## src/rtl/pipe_hazard_ctrl.sv

```systemverilog
// rtl/pipe_hazard_ctrl.sv - 5-stage MIPS pipeline sequencer: boot/run/redirect/halt FSM, load-use stalls, forwarding; optional perf counters under HAZARD_PERF_CNT_EN
module pipe_hazard_ctrl #(
  parameter int BOOT_CYCLES = 1,
  parameter int CNT_W       = 16
) (
  input  logic             clock,
  input  logic             rst_n,
  input  logic [31:0]      dec_ir,
  input  logic [31:0]      ex_ir,
  input  logic [31:0]      mem_ir,
  input  logic [31:0]      wb_ir,
  input  logic             branch_taken,
  output logic             pc_en,
  output logic             pc_load,
  output logic             dec_en,
  output logic             dec_bubble,
  output logic             ex_bubble,
  output logic [1:0]       fwd_a_sel,
  output logic [1:0]       fwd_b_sel,
  output logic             halted,
  output logic [CNT_W-1:0] stall_cnt,
  output logic [CNT_W-1:0] flush_cnt
);

  localparam logic [5:0] OP_RTYPE = 6'b000000;
  localparam logic [5:0] OP_ADDI  = 6'b001000;
  localparam logic [5:0] OP_LW    = 6'b100011;
  localparam logic [5:0] OP_SW    = 6'b101011;
  localparam logic [5:0] OP_BEQ   = 6'b000100;
  localparam logic [5:0] OP_HALT  = 6'b111111;
  localparam logic [5:0] FN_ADD   = 6'b100000;
  localparam logic [5:0] FN_SUB   = 6'b100010;

  localparam int            BW        = (BOOT_CYCLES > 1) ? $clog2(BOOT_CYCLES) : 1;
  localparam logic [BW-1:0] BOOT_LAST = BW'(BOOT_CYCLES - 1);

  typedef enum logic [1:0] {S_BOOT, S_RUN, S_REDIR, S_HALT} state_e;

  function automatic logic f_is_alu(input logic [5:0] op, input logic [5:0] fn);
    return (op == OP_RTYPE) && ((fn == FN_ADD) || (fn == FN_SUB));
  endfunction

  function automatic logic f_reads_rs(input logic [5:0] op, input logic [5:0] fn);
    return f_is_alu(op, fn) || (op == OP_ADDI) || (op == OP_LW) || (op == OP_SW) || (op == OP_BEQ);
  endfunction

  function automatic logic f_reads_rt(input logic [5:0] op, input logic [5:0] fn);
    return f_is_alu(op, fn) || (op == OP_SW) || (op == OP_BEQ);
  endfunction

  state_e        state_q, state_d;
  logic [BW-1:0] boot_cnt_q, boot_cnt_d;
  logic          stall_hit, flush_hit;

  // Source/destination decode; j needs none since execute resolves it via branch_taken
  logic       dec_use_rs, dec_use_rt, ex_use_rs, ex_use_rt, ex_is_lw, ex_is_halt;
  logic       mem_fwd, wb_fwd, load_use;
  logic [4:0] mem_dst, wb_dst;

  assign dec_use_rs = f_reads_rs(dec_ir[31:26], dec_ir[5:0]);
  assign dec_use_rt = f_reads_rt(dec_ir[31:26], dec_ir[5:0]);
  assign ex_use_rs  = f_reads_rs(ex_ir[31:26], ex_ir[5:0]);
  assign ex_use_rt  = f_reads_rt(ex_ir[31:26], ex_ir[5:0]);
  assign ex_is_lw   = (ex_ir[31:26] == OP_LW);
  assign ex_is_halt = (ex_ir[31:26] == OP_HALT);

  assign mem_dst = (mem_ir[31:26] == OP_RTYPE) ? mem_ir[15:11] : mem_ir[20:16];
  assign wb_dst  = (wb_ir[31:26] == OP_RTYPE) ? wb_ir[15:11] : wb_ir[20:16];

  // A lw still in MEM has no data yet; the load-use stall guarantees it is in WB before use
  assign mem_fwd = (f_is_alu(mem_ir[31:26], mem_ir[5:0]) || (mem_ir[31:26] == OP_ADDI))
                   && (mem_dst != 5'd0);
  assign wb_fwd  = (f_is_alu(wb_ir[31:26], wb_ir[5:0]) || (wb_ir[31:26] == OP_ADDI)
                    || (wb_ir[31:26] == OP_LW)) && (wb_dst != 5'd0);

  assign load_use = ex_is_lw && (ex_ir[20:16] != 5'd0)
                    && ((dec_use_rs && (dec_ir[25:21] == ex_ir[20:16]))
                     || (dec_use_rt && (dec_ir[20:16] == ex_ir[20:16])));

  logic unused_bits;
  assign unused_bits = ^{dec_ir[15:6], ex_ir[15:6], mem_ir[25:21], mem_ir[10:6],
                         wb_ir[25:21], wb_ir[10:6]};

  // State register and boot-cycle counter
  always_ff @(posedge clock or negedge rst_n) begin
    if (!rst_n) begin
      state_q    <= S_BOOT;
      boot_cnt_q <= '0;
    end else begin
      state_q    <= state_d;
      boot_cnt_q <= boot_cnt_d;
    end
  end

  // Next state and pipeline controls; reset forces the idle/bubble pattern
  always_comb begin
    state_d    = state_q;
    boot_cnt_d = boot_cnt_q;
    pc_en      = 1'b0;
    pc_load    = 1'b0;
    dec_en     = 1'b0;
    dec_bubble = 1'b1;
    ex_bubble  = 1'b1;
    halted     = 1'b0;
    stall_hit  = 1'b0;
    flush_hit  = 1'b0;
    if (rst_n) begin
      case (state_q)
        S_BOOT: begin
          pc_en = 1'b1;
          if (boot_cnt_q == BOOT_LAST) state_d = S_RUN;
          else boot_cnt_d = boot_cnt_q + BW'(1);
        end
        S_RUN: begin
          if (ex_is_halt) begin
            state_d = S_HALT;
          end else if (branch_taken) begin
            pc_load   = 1'b1;
            flush_hit = 1'b1;
            state_d   = S_REDIR;
          end else if (load_use) begin
            dec_bubble = 1'b0;
            stall_hit  = 1'b1;
          end else begin
            pc_en      = 1'b1;
            dec_en     = 1'b1;
            dec_bubble = 1'b0;
            ex_bubble  = 1'b0;
          end
        end
        S_REDIR: begin
          pc_en     = 1'b1;
          ex_bubble = 1'b0;
          state_d   = S_RUN;
        end
        S_HALT: begin
          dec_bubble = 1'b0;
          halted     = 1'b1;
        end
        default: state_d = S_BOOT;
      endcase
    end
  end

  // Operand forwarding for the instruction in execute; MEM beats WB
  always_comb begin
    fwd_a_sel = 2'd0;
    fwd_b_sel = 2'd0;
    if (rst_n && ex_use_rs) begin
      if (mem_fwd && (mem_dst == ex_ir[25:21])) fwd_a_sel = 2'd1;
      else if (wb_fwd && (wb_dst == ex_ir[25:21])) fwd_a_sel = 2'd2;
    end
    if (rst_n && ex_use_rt) begin
      if (mem_fwd && (mem_dst == ex_ir[20:16])) fwd_b_sel = 2'd1;
      else if (wb_fwd && (wb_dst == ex_ir[20:16])) fwd_b_sel = 2'd2;
    end
  end

`ifdef HAZARD_PERF_CNT_EN
  logic [CNT_W-1:0] stall_cnt_q, stall_cnt_d, flush_cnt_q, flush_cnt_d;

  assign stall_cnt_d = (stall_hit && !(&stall_cnt_q)) ? stall_cnt_q + CNT_W'(1) : stall_cnt_q;
  assign flush_cnt_d = (flush_hit && !(&flush_cnt_q)) ? flush_cnt_q + CNT_W'(1) : flush_cnt_q;

  // Saturating event counters, cleared only by reset
  always_ff @(posedge clock or negedge rst_n) begin
    if (!rst_n) begin
      stall_cnt_q <= '0;
      flush_cnt_q <= '0;
    end else begin
      stall_cnt_q <= stall_cnt_d;
      flush_cnt_q <= flush_cnt_d;
    end
  end

  assign stall_cnt = stall_cnt_q;
  assign flush_cnt = flush_cnt_q;
`else
  logic unused_perf;
  assign unused_perf = stall_hit ^ flush_hit;
  assign stall_cnt   = '0;
  assign flush_cnt   = '0;
`endif

endmodule

```

## config.mk

```make
export PLATFORM = sky130hd
export DESIGN_NAME = pipe_hazard_ctrl
export DESIGN_NICKNAME = d
export VERILOG_FILES = /design/src/rtl/pipe_hazard_ctrl.sv
export SDC_FILE = /design/constraint.sdc
export NUM_CORES = 1
export LEC_CHECK = 0
export ABC_AREA = 1
export BUFFER_PORTS_ARGS = -buffer_cell sky130_fd_sc_hd__buf_4
export CAP_MARGIN = 5
export CORE_MARGIN = 5
export CORE_UTILIZATION = 32
export DETAILED_ROUTE_END_ITERATION = 10
export GPL_ROUTABILITY_DRIVEN = 0
export PLACE_DENSITY = 0.78
export SYNTH_ARGS = -nofsm -noshare
export SYNTH_HDL_FRONTEND = slang
export SYNTH_SLANG_ARGS = --single-unit
```

## constraint.sdc

```tcl
create_clock -name clock -period 1 [get_ports clock]
set_clock_uncertainty 0.05 [all_clocks]
set_input_delay 0.1 -clock clock [delete_from_list [all_inputs] [get_ports clock]]
set_output_delay 0.1 -clock clock [all_outputs]
set_load 0.05 [all_outputs]
```

# Yosys cells after proc, flatten, opt, wreduce, memory -nomap -nowiden
# Index checks and enable logic that the tools add are counted.
# word_totals
ff_bits	3
out_inout_bits	42
wordCells	116
# op_classes
n_addsub	1
n_eq_ne	31
mux	34
reduce_logical	48
# op_table
op	count
$eq 6x6->1 const B	14
$eq 5x5->1	6
$eq 6x4->1 const B	4
$logic_not 6->1	4
$logic_or 1x1->1	20
$mux 1	19
$mux 2	9
$logic_and 1x1->1	16
$reduce_bool 5->1	3
$eq 6x3->1 const B	2
$mux 5	2
$pmux 1 s2	3
$pmux 2 s3	1
$eq 2x2->1 const B	2
$reduce_and 4->1	1
$ne 3x3->1 const B	1
$reduce_bool 3->1	1
$eq 2x1->1 const B	1
$logic_not 2->1	1
$ne 2x2->1 const B	1
$reduce_and 2->1	1
$reduce_or 2->1	1
$add 1x1->1 const B	1

# Logic depth before layout (Yosys ltp)
# Gate-level depths: netlist of the first run.
# depth
word_depth	15
ltp_mapped	12

# Worst setup path after synthesis of the first run
# Ideal clock, no wire load.
# synth_path
path_kind	register -> output
startpoint	reg state_q[0]
endpoint	out pc_load
arrival_time_ns	2.052
required_ns	0.850
setup_slack_ns	-1.202
stages_incl_launch_ff	5
n_path_buf	0
path_cell_list	dfrtp_1 -> inv_1 -> nor2_1 -> inv_1 -> nor4_1
# synth_between
elab_chain_len	3
# synth_rtl
item	line_no	source
start, declared	51	state_e state_q, state_d;
start signal, assigned	90	state_q <= state_d;
$eq 2x1->1	108	case (state_q)
$mux 1	108	
$mux 1	107	if (rst_n) begin
end, declared	14	output logic pc_load,
# Every way passes these cells.

# Final worst setup path of the first run
# layout_path
startpoint	in wb_ir[28]
endpoint	out fwd_b_sel[1]
# layout_between
elab_chain_len	9
word_cells_on_any_way	14
# layout_rtl
item	line_no	source
start, declared	11	input logic [31:0] wb_ir,
branches (longest 5 deep; another with $logic_not 6->1)	--	
$logic_and 1x1->1 *	155	else if (wb_fwd && (wb_dst == ex_ir[20:16])) fwd_b_sel = 2'd2;
$mux 2 *	155	
$mux 2 *	154	if (mem_fwd && (mem_dst == ex_ir[20:16])) fwd_b_sel = 2'd1;
$mux 2 *	153	if (rst_n && ex_use_rt) begin
end, declared	19	output logic [1:0] fwd_b_sel,
# Mark *: on every way between the ends.

==> metrics.csv, run 1 <==
metric,value,unit
DIE AREA,6580,µm²
Clock Latency Late Sink,210,ps
CTS tree,yes,
CP endpoint,fwd_b_sel[1],
Post-synth top flop,dfrtp_1,
gr usage total,18.6,%
synth cell count leaders,"nand2_1, inv_1, nand3_1, nor2_1, buf_4",
Setup-failing EPs final,12,
Worst setup EP type,output port,
post-synth cell types,27,
Mapped Cells,315,
hold slack,343,ps
Comb power frac,83.0,%
DRC,0,
Worst-path clk slew,30,ps
CTS Buf Count,3,
post-synthesis register bit count,2,
Pwr Total,0.00269,W
"Slowest-stage cell, CP",nand4_1,
reg2reg end,state_q[0],
post-synth top area cell,nand2_1,
Ant. Diodes,0,
cell area after layout,3040,µm²
drt wl/cell,12.4,µm
layout cells sized above 1,44.9,%
PortBufs,96,
DIE WIDTH,81.1,µm
fill count,463,
number of max-cap violations,0,
setup ws final,-648,ps
Final Max Slew Viols,0,
final worst path period share,165,%
Final Util,63.1,%
Final ANT Viol Nets,0,
Sw Pwr,0.00133,W
Seq pwr share,5.6,%
CP arrival,1500,ps
drt initial violations,102,
CTS sink cnt,2,
Post-DP Area,2610,µm²
largest net degree at the start of global routing,8,
CP startpoint,wb_ir[28],
crit-path max FO,7,
clk buf depth,2,
Total Nets Final,587,
vias in the first global route,2343,
ranking of synthesized cells by area,"nand2_1, buf_4, inv_1",
RSZ-0062 raised after global routing,true,
Hold Path Class,input pin to async pin,
Worst Path Required,850,ps
max frequency,607,MHz
PwrDens,885,nW/µm²
Multi-input gate area,1490,µm²
CP Cell Sequence,buf_6 -> nor2_4 -> nand4_1 -> nand2_4 -> nand2_2 -> nand2_1 -> nand2_1 -> nor2_1 -> nand3_2 -> nor2_4 -> buf_8,
Ys Warns,0,
Reg area,50.0,µm²
sequential-to-total area share from yosys stat,3.09,%
I/O pin total,173,
Die Y,81.1,µm
CP max stage delay,270,ps
CP Launch Type,input pin,
Syn Std Cell Area,1620,µm²
Worst R2R Path Depth,8,
drt total wl,6460,µm
first-pass GRT wire length,9850,µm
Final min period,1650,ps
max reg flops,2,
Clk pwr share,11.5,%
R2R Setup Slk,-250,ps
WS Path Type,input pin to output port,
Root Buffer,clkbuf_8,
Net Sw Frac,49.5,%
mean post-synth cell area,5.14,µm²
status,finished with violations,
Final Hold Viols,0,
Reg-to-Reg Start,state_q[0],
Core Box Area,4820,µm²
most flop-heavy register,state_q,
P&R area growth vs syn,87.9,%
Pleak,1.69,nW
most numerous cell in the Yosys netlist,nand2_1,
Via density,4.56,
total number of vias,2377,
antenna violations before repair,0,
Initial Util,33.6,%
row count,25,
"EDFF count, synth",0,
ys async rst share,100,%
internal power consumption,0.00136,W
DRT Pass-1 Iters,4,
Detailed Place HPWL,5090,µm
violated checks,setup timing,
maximum VDD drop,0.423,mV
Synth top area share,20.4,%
grt total ovfl,0,
Top Registers,state_q: 2 flops,
htree depth,1,
cells in the final DEF, fill, tap and decap left out, types with 2 or more instances in the layout:
master    count
nor2_1       21
xor2_1        3
buf_8         4
nor2_4       14
nand2_1      70
inv_2         3
nand3_4       2
nand2_2      12
o21ai_0       6
o21ai_1       2
nor3_1        3
a21oi_1       2
conb_1       32
nand3_2       7
nor3_4        2
clkbuf_8      3
xnor2_1       6
nand3_1      32
nand4_1      12
a21oi_4       2
nand2_4       8
nor3b_1       2
dfrtp_1       2
inv_1        51
buf_6        22
buf_4       110
nor2_2        8
worst min path at each step:
stage,from,end,slack (ps),cells after the start
final,rst_n,state_q[1],340,3
after global routing,rst_n,state_q[1],360,3
after CTS,rst_n,state_q[0],340,3
after detailed placement,rst_n,state_q[0],-40,2
after global placement,rst_n,state_q[1],-40,2
after floorplan,rst_n,state_q[0],-250,0
layer usage:
layer  share of wire, %  global-route usage (%)  wire length, µm
met1                 35                    20.6             2290
met2                 52                    35.0             3380
met3                9.5                    2.88              615
met4                2.7                    7.94              172
met5                  0                       0                0
per-stage QoR:
stage               setup slack, ps  cells  TNS, ps
floorplan                      -471    346    -3920
global placement               -624    505    -4900
detailed placement             -684    505    -5190
CTS                            -606    518    -5470
global route                   -736    521    -6380
finish                         -648    521    -5510
cell type report:
type / count / area share, %
multi-input combinational: 255 / 48.8
tap: 67 / 2.76
inverter: 56 / 7.12
timing repair buffer: 138 / 38.3
sequential: 2 / 1.65
clock buffer: 3 / 1.36
cell families after synthesis:
family	share of synthesized area [%]
AOI/OAI and AO/OA	5.57
DFF	3.09
and+or+nand+nor	58.2
xor gates and xnor gates	4.87
other	0.232
buffers and inverters	28.1
timing repair:
item / 4_1_cts / 5_1_grt
endpoints found under the hold margin: 2 / 0
gates resized for setup: 53 / 30
cloned: 0 / 0
buffers inserted: 10 / 6
hold buffers: 1 / 0
endpoints found under the setup margin: 12 / 12
pin swaps: 26 / 22
worst max-delay path: cells and delay by family:
kind                   cells  cell delay, ps
and+or+nand+nor            9            1150
buffers and inverters      2             250
power by group through the flow:
stage / clock network (W) / registers, W / logic, W
floorplan: 0 / 0.000164 / 0.00113
global placement: 0 / 0.000140 / 0.00174
detailed placement: 0 / 0.000143 / 0.00176
CTS: 0.000320 / 0.000140 / 0.00203
global route: 0.000323 / 0.000153 / 0.00238
finish: 0.000309 / 0.000150 / 0.00223
No activity file was read; power rests on OpenSTA's default activity.
==> inputs of run 2 (changes only) <==
- REMOVE_ABC_BUFFERS: default -> 1
==> metrics.csv, run 2 (synthesis gave the netlist of run 1 again) <==
metric,value,unit
violated checks,setup timing,
gr usage total,17.5,%
most flop-heavy register,state_q,
CP startpoint,mem_ir[31],
maximum VDD drop,1.29,mV
Total Nets Final,590,
Initial Util,33.6,%
Final Hold Viols,0,
Setup-failing EPs final,12,
drt total wl,6500,µm
drt initial violations,154,
Die Y,81.1,µm
final worst path period share,169,%
drt wl/cell,12.4,µm
CP Launch Type,input pin,
Pleak,1.67,nW
DIE AREA,6580,µm²
Worst-path clk slew,30,ps
"leading cell type in the layout, fill and taps excluded",buf_4,
antenna violations before repair,0,
vias in the first global route,2223,
Worst setup EP type,output port,
Root Buffer,clkbuf_8,
row count,25,
total number of vias,2425,
Worst Path Required,850,ps
DRT Pass-1 Iters,5,
Layout Cells excl Fill,524,
status,finished with violations,
P&R area growth vs syn,82.4,%
htree depth,1,
WS Path Type,input pin to output port,
max reg flops,2,
Clock Latency Late Sink,210,ps
DRC,0,
crit-path max FO,6,
layout cells sized above 1,43.5,%
hold slack,463,ps
Final min period,1690,ps
CTS Buf Count,3,
Final ANT Viol Nets,0,
Final Max Slew Viols,0,
Reg-to-Reg Start,state_q[0],
PortBufs,96,
max frequency,591,MHz
CTS tree,yes,
CTS sink cnt,2,
largest net degree at the start of global routing,8,
grt total ovfl,0,
PwrDens,861,nW/µm²
DIE WIDTH,81.1,µm
RSZ-0062 raised after global routing,true,
CP arrival,1540,ps
Hold Path Class,input pin to flip-flop,
Ant. Diodes,0,
Via density,4.63,
placed cell count,505,
Top Registers,state_q: 2 flops,
most frequent cells in the layout,"buf_4, nand2_1, inv_1, nand3_1, conb_1",
Detailed Place HPWL,4990,µm
Hold Startpoint,ex_ir[31],
first-pass GRT wire length,9290,µm
I/O pin total,173,
setup ws final,-692,ps
Core Box Area,4820,µm²
clk buf depth,2,
number of max-cap violations,0,
run 2: cell count changes in the layout (fill, tap and decap cells not counted), sizes merged:
cell / change
inv: +1
nor2: +3
clkinvlp: -1
run 2: cell type report:
| type | count | area [µm²] |
|---|---|---|
| Multi-Input combinational cell | 258 | 1430 |
| Sequential cell | 2 | 50.0 |
| Fill cell | 471 | 1870 |
| Timing Repair Buffer | 138 | 1140 |
| Clock buffer | 3 | 41.3 |
| Inverter | 56 | 210 |
| Tap cell | 67 | 83.8 |
run 2: per-stage QoR:
step                setup WS [ps]  util [%]  power, W  area [µm²]  TNS, ps
finish                       -692      61.3   0.00254        2950    -6040
global route                 -755      61.3   0.00270        2950    -6960
CTS                          -617      57.5   0.00232        2770    -5280
detailed placement           -641      52.2   0.00176        2510    -4590
global placement             -614      52.2   0.00174        2510    -4500
floorplan                   -1200         -   0.00108        1490    -7030
run 2: critical path, cell delays in order:
cell and delay (ps):
buf_6 90, nor2_4 170, nand3_4 150, or2_4 280, nand2_4 80, nand2_4 50, o21ai_4 180, nor2_1 100
nor2_2 150, buf_6 180
run 2: path summary, 6_finish.rpt:
path | slack [ps] | cells after the start | endpoint
min in group asynchronous | 560 | 5 | state_q[0]
worst min-delay path | 460 | 6 | state_q[0]
worst max-delay path | -690 | 10 | fwd_a_sel[1]
max in group asynchronous | 250 | 5 | state_q[1]
worst max register to register | -380 | 9 | state_q[0]
worst min register to register | 570 | 3 | state_q[1]
run 2: power breakdown:
part | internal (W) | switching (W) | total (W) | leakage (nW)
Clock | 0.000254 | 0.0000589 | 0.000313 | 0.0216
Combinational | 0.000894 | 0.00119 | 0.00208 | 1.63
Sequential | 0.000120 | 0.0000272 | 0.000148 | 0.0246
run 2: per-layer routing:
layer	GRT usage [%]	part of all wire [%]	vias to the layer above
met3	2.11	9.1	25
li1	-	-	1210
met4	6.25	2.8	0
met2	32.9	51	137
met1	19.9	37	1053
met5	0	0	-
run 2: repair_timing:
action / 4_1_cts / 5_1_grt
setup endpoints to repair: 12 / 12
gates cloned: 3 / 0
hold endpoints to repair: 2 / 0
pin swaps: 6 / 31
setup buffers: 8 / 9
resized for setup: 42 / 41
hold buffers: 1 / 0
==> inputs of run 3 (changes only) <==
- CORE_MARGIN: 5 -> 4
- PLACE_DENSITY: 0.78 -> default
- PLACE_DENSITY_LB_ADDON: default -> 0.08
- TNS_END_PERCENT: default -> 50
==> metrics.csv, run 3 (synthesis gave the netlist of run 1 again) <==
metric,value,unit
fill count,517,
Worst Path Required,850,ps
Initial Util,33.6,%
setup ws final,-582,ps
Setup-failing EPs final,12,
vias in the first global route,2041,
final worst path period share,158,%
grt total ovfl,0,
Comb power frac,81.8,%
DRT Pass-1 Iters,4,
DRC,0,
Seq pwr share,5.9,%
RSZ-0062 raised after global routing,true,
Total Nets Final,590,
Die Y,79.1,µm
Root Buffer,clkbuf_8,
violated checks,setup timing,
drt wl/cell,10.4,µm
drt initial violations,68,
internal power consumption,0.00132,W
CP Launch Type,input pin,
status,finished with violations,
PortBufs,96,
maximum VDD drop,1.21,mV
PwrDens,894,nW/µm²
first-pass GRT wire length,8370,µm
max frequency,632,MHz
Detailed Place HPWL,4440,µm
antenna violations before repair,0,
gr usage total,16.1,%
Final ANT Viol Nets,0,
"leading cell type in the layout, fill and taps excluded",buf_4,
CP arrival,1430,ps
most flop-heavy register,state_q,
layout cells sized above 1,39.8,%
Core Box Area,4820,µm²
Clock Latency Late Sink,210,ps
Top Registers,state_q: 2 flops,
Net Sw Frac,48.0,%
DIE AREA,6260,µm²
largest net degree at the start of global routing,9,
crit-path max FO,6,
Final min period,1580,ps
pre-CTS worst setup slack,-634,ps
htree depth,1,
most frequent cells in the layout,"buf_4, nand2_1, inv_1, nand3_1, conb_1",
DIE WIDTH,79.1,µm
P&R area growth vs syn,76.3,%
total number of vias,2227,
I/O pin total,173,
Worst setup EP type,output port,
CTS sink cnt,2,
CTS tree,yes,
Worst R2R Path Depth,10,
CTS Buf Count,3,
drt total wl,5450,µm
Ant. Diodes,0,
Pleak,1.65,nW
Final Max Slew Viols,0,
Final Hold Viols,0,
Layout Cells excl Fill,524,
placed cell count,506,
Sw Pwr,0.00122,W
Hold Path Class,input pin to async pin,
clk buf depth,2,
WS Path Type,input pin to output port,
Via density,4.25,
Worst-path clk slew,30,ps
max reg flops,2,
number of max-cap violations,0,
Clk pwr share,12.2,%
row count,25,
[run 3: changes by cell type in the layout (fill, tap and decap cells not counted), moves of 2 or more]
cell / before / now
buf_4: 113 / 118
buf_6: 22 / 20
nand2_1: 66 / 78
nand2_2: 17 / 9
nand2_4: 7 / 3
nand3_1: 35 / 37
nand3_4: 4 / 2
nor2_2: 9 / 6
[run 3: what timing repair did]
item                                    4_1_cts  5_1_grt
endpoints found under the setup margin       12       12
endpoints found under the hold margin         2        0
hold buffers                                  1        0
pin swaps                                    19       21
gates cloned                                  1        0
resized for setup                            28       26
buffers inserted                             10        3
[run 3: metal layers]
| layer | wire length (µm) | track usage [%] |
|---|---|---|
| met1 | 2270 | 20.0 |
| met2 | 2710 | 29.4 |
| met3 | 472 | 2.83 |
| met4 | 0 | 2.58 |
| met5 | 0 | 0 |
[run 3: power by group through the flow]
stage | Combinational [W] | Clock (W) | Sequential, W
after floorplan | 0.000928 | 0 | 0.000150
after detailed placement | 0.00165 | 0 | 0.000137
after CTS | 0.00190 | 0.000323 | 0.000136
after global placement | 0.00165 | 0 | 0.000136
after global routing | 0.00225 | 0.000328 | 0.000156
final | 0.00209 | 0.000311 | 0.000152
[run 3: stage by stage]
stage | hold slack (ps) | setup TNS, ps | util (%) | power [W] | instance area, µm²
after floorplan | -246 | -7030 | - | 0.00108 | 1490
after global placement | -36.1 | -4700 | 52.3 | 0.00178 | 2520
after detailed placement | -36.0 | -4730 | 52.3 | 0.00179 | 2520
after CTS | 340 | -5570 | 57.2 | 0.00236 | 2750
after global routing | 372 | -7110 | 59.2 | 0.00274 | 2850
final | 356 | -6040 | 59.2 | 0.00255 | 2850
[run 3: worst paths after layout]
path                            start           end  slack, ps
max                        mem_ir[27]  fwd_b_sel[1]       -580
min                             rst_n    state_q[1]        360
max reg2reg                state_q[0]    state_q[0]       -430
min reg2reg                state_q[1]    state_q[1]        610
max in group asynchronous       rst_n    state_q[0]        410
min in group clock              rst_n    state_q[0]        420
[run 3: cell type report]
class / instances / area (µm²) / share of cell area (%)
Clock buffer: 3 / 41.3 / 1.45
Inverter: 56 / 210 / 7.37
Multi-Input combinational cell: 256 / 1330 / 46.6
Sequential cell: 2 / 50.0 / 1.76
Tap cell: 67 / 83.8 / 2.94
Timing Repair Buffer: 140 / 1140 / 39.8
[run 3: worst max-delay path, cell delays in order]
cell and delay [ps]:
buf_6 100, nor2_4 150, nand3_4 110, or2_4 280, nand2_4 80, nand2_4 60, o21ai_4 190, nor2_2 60
nor2_1 110, buf_6 170
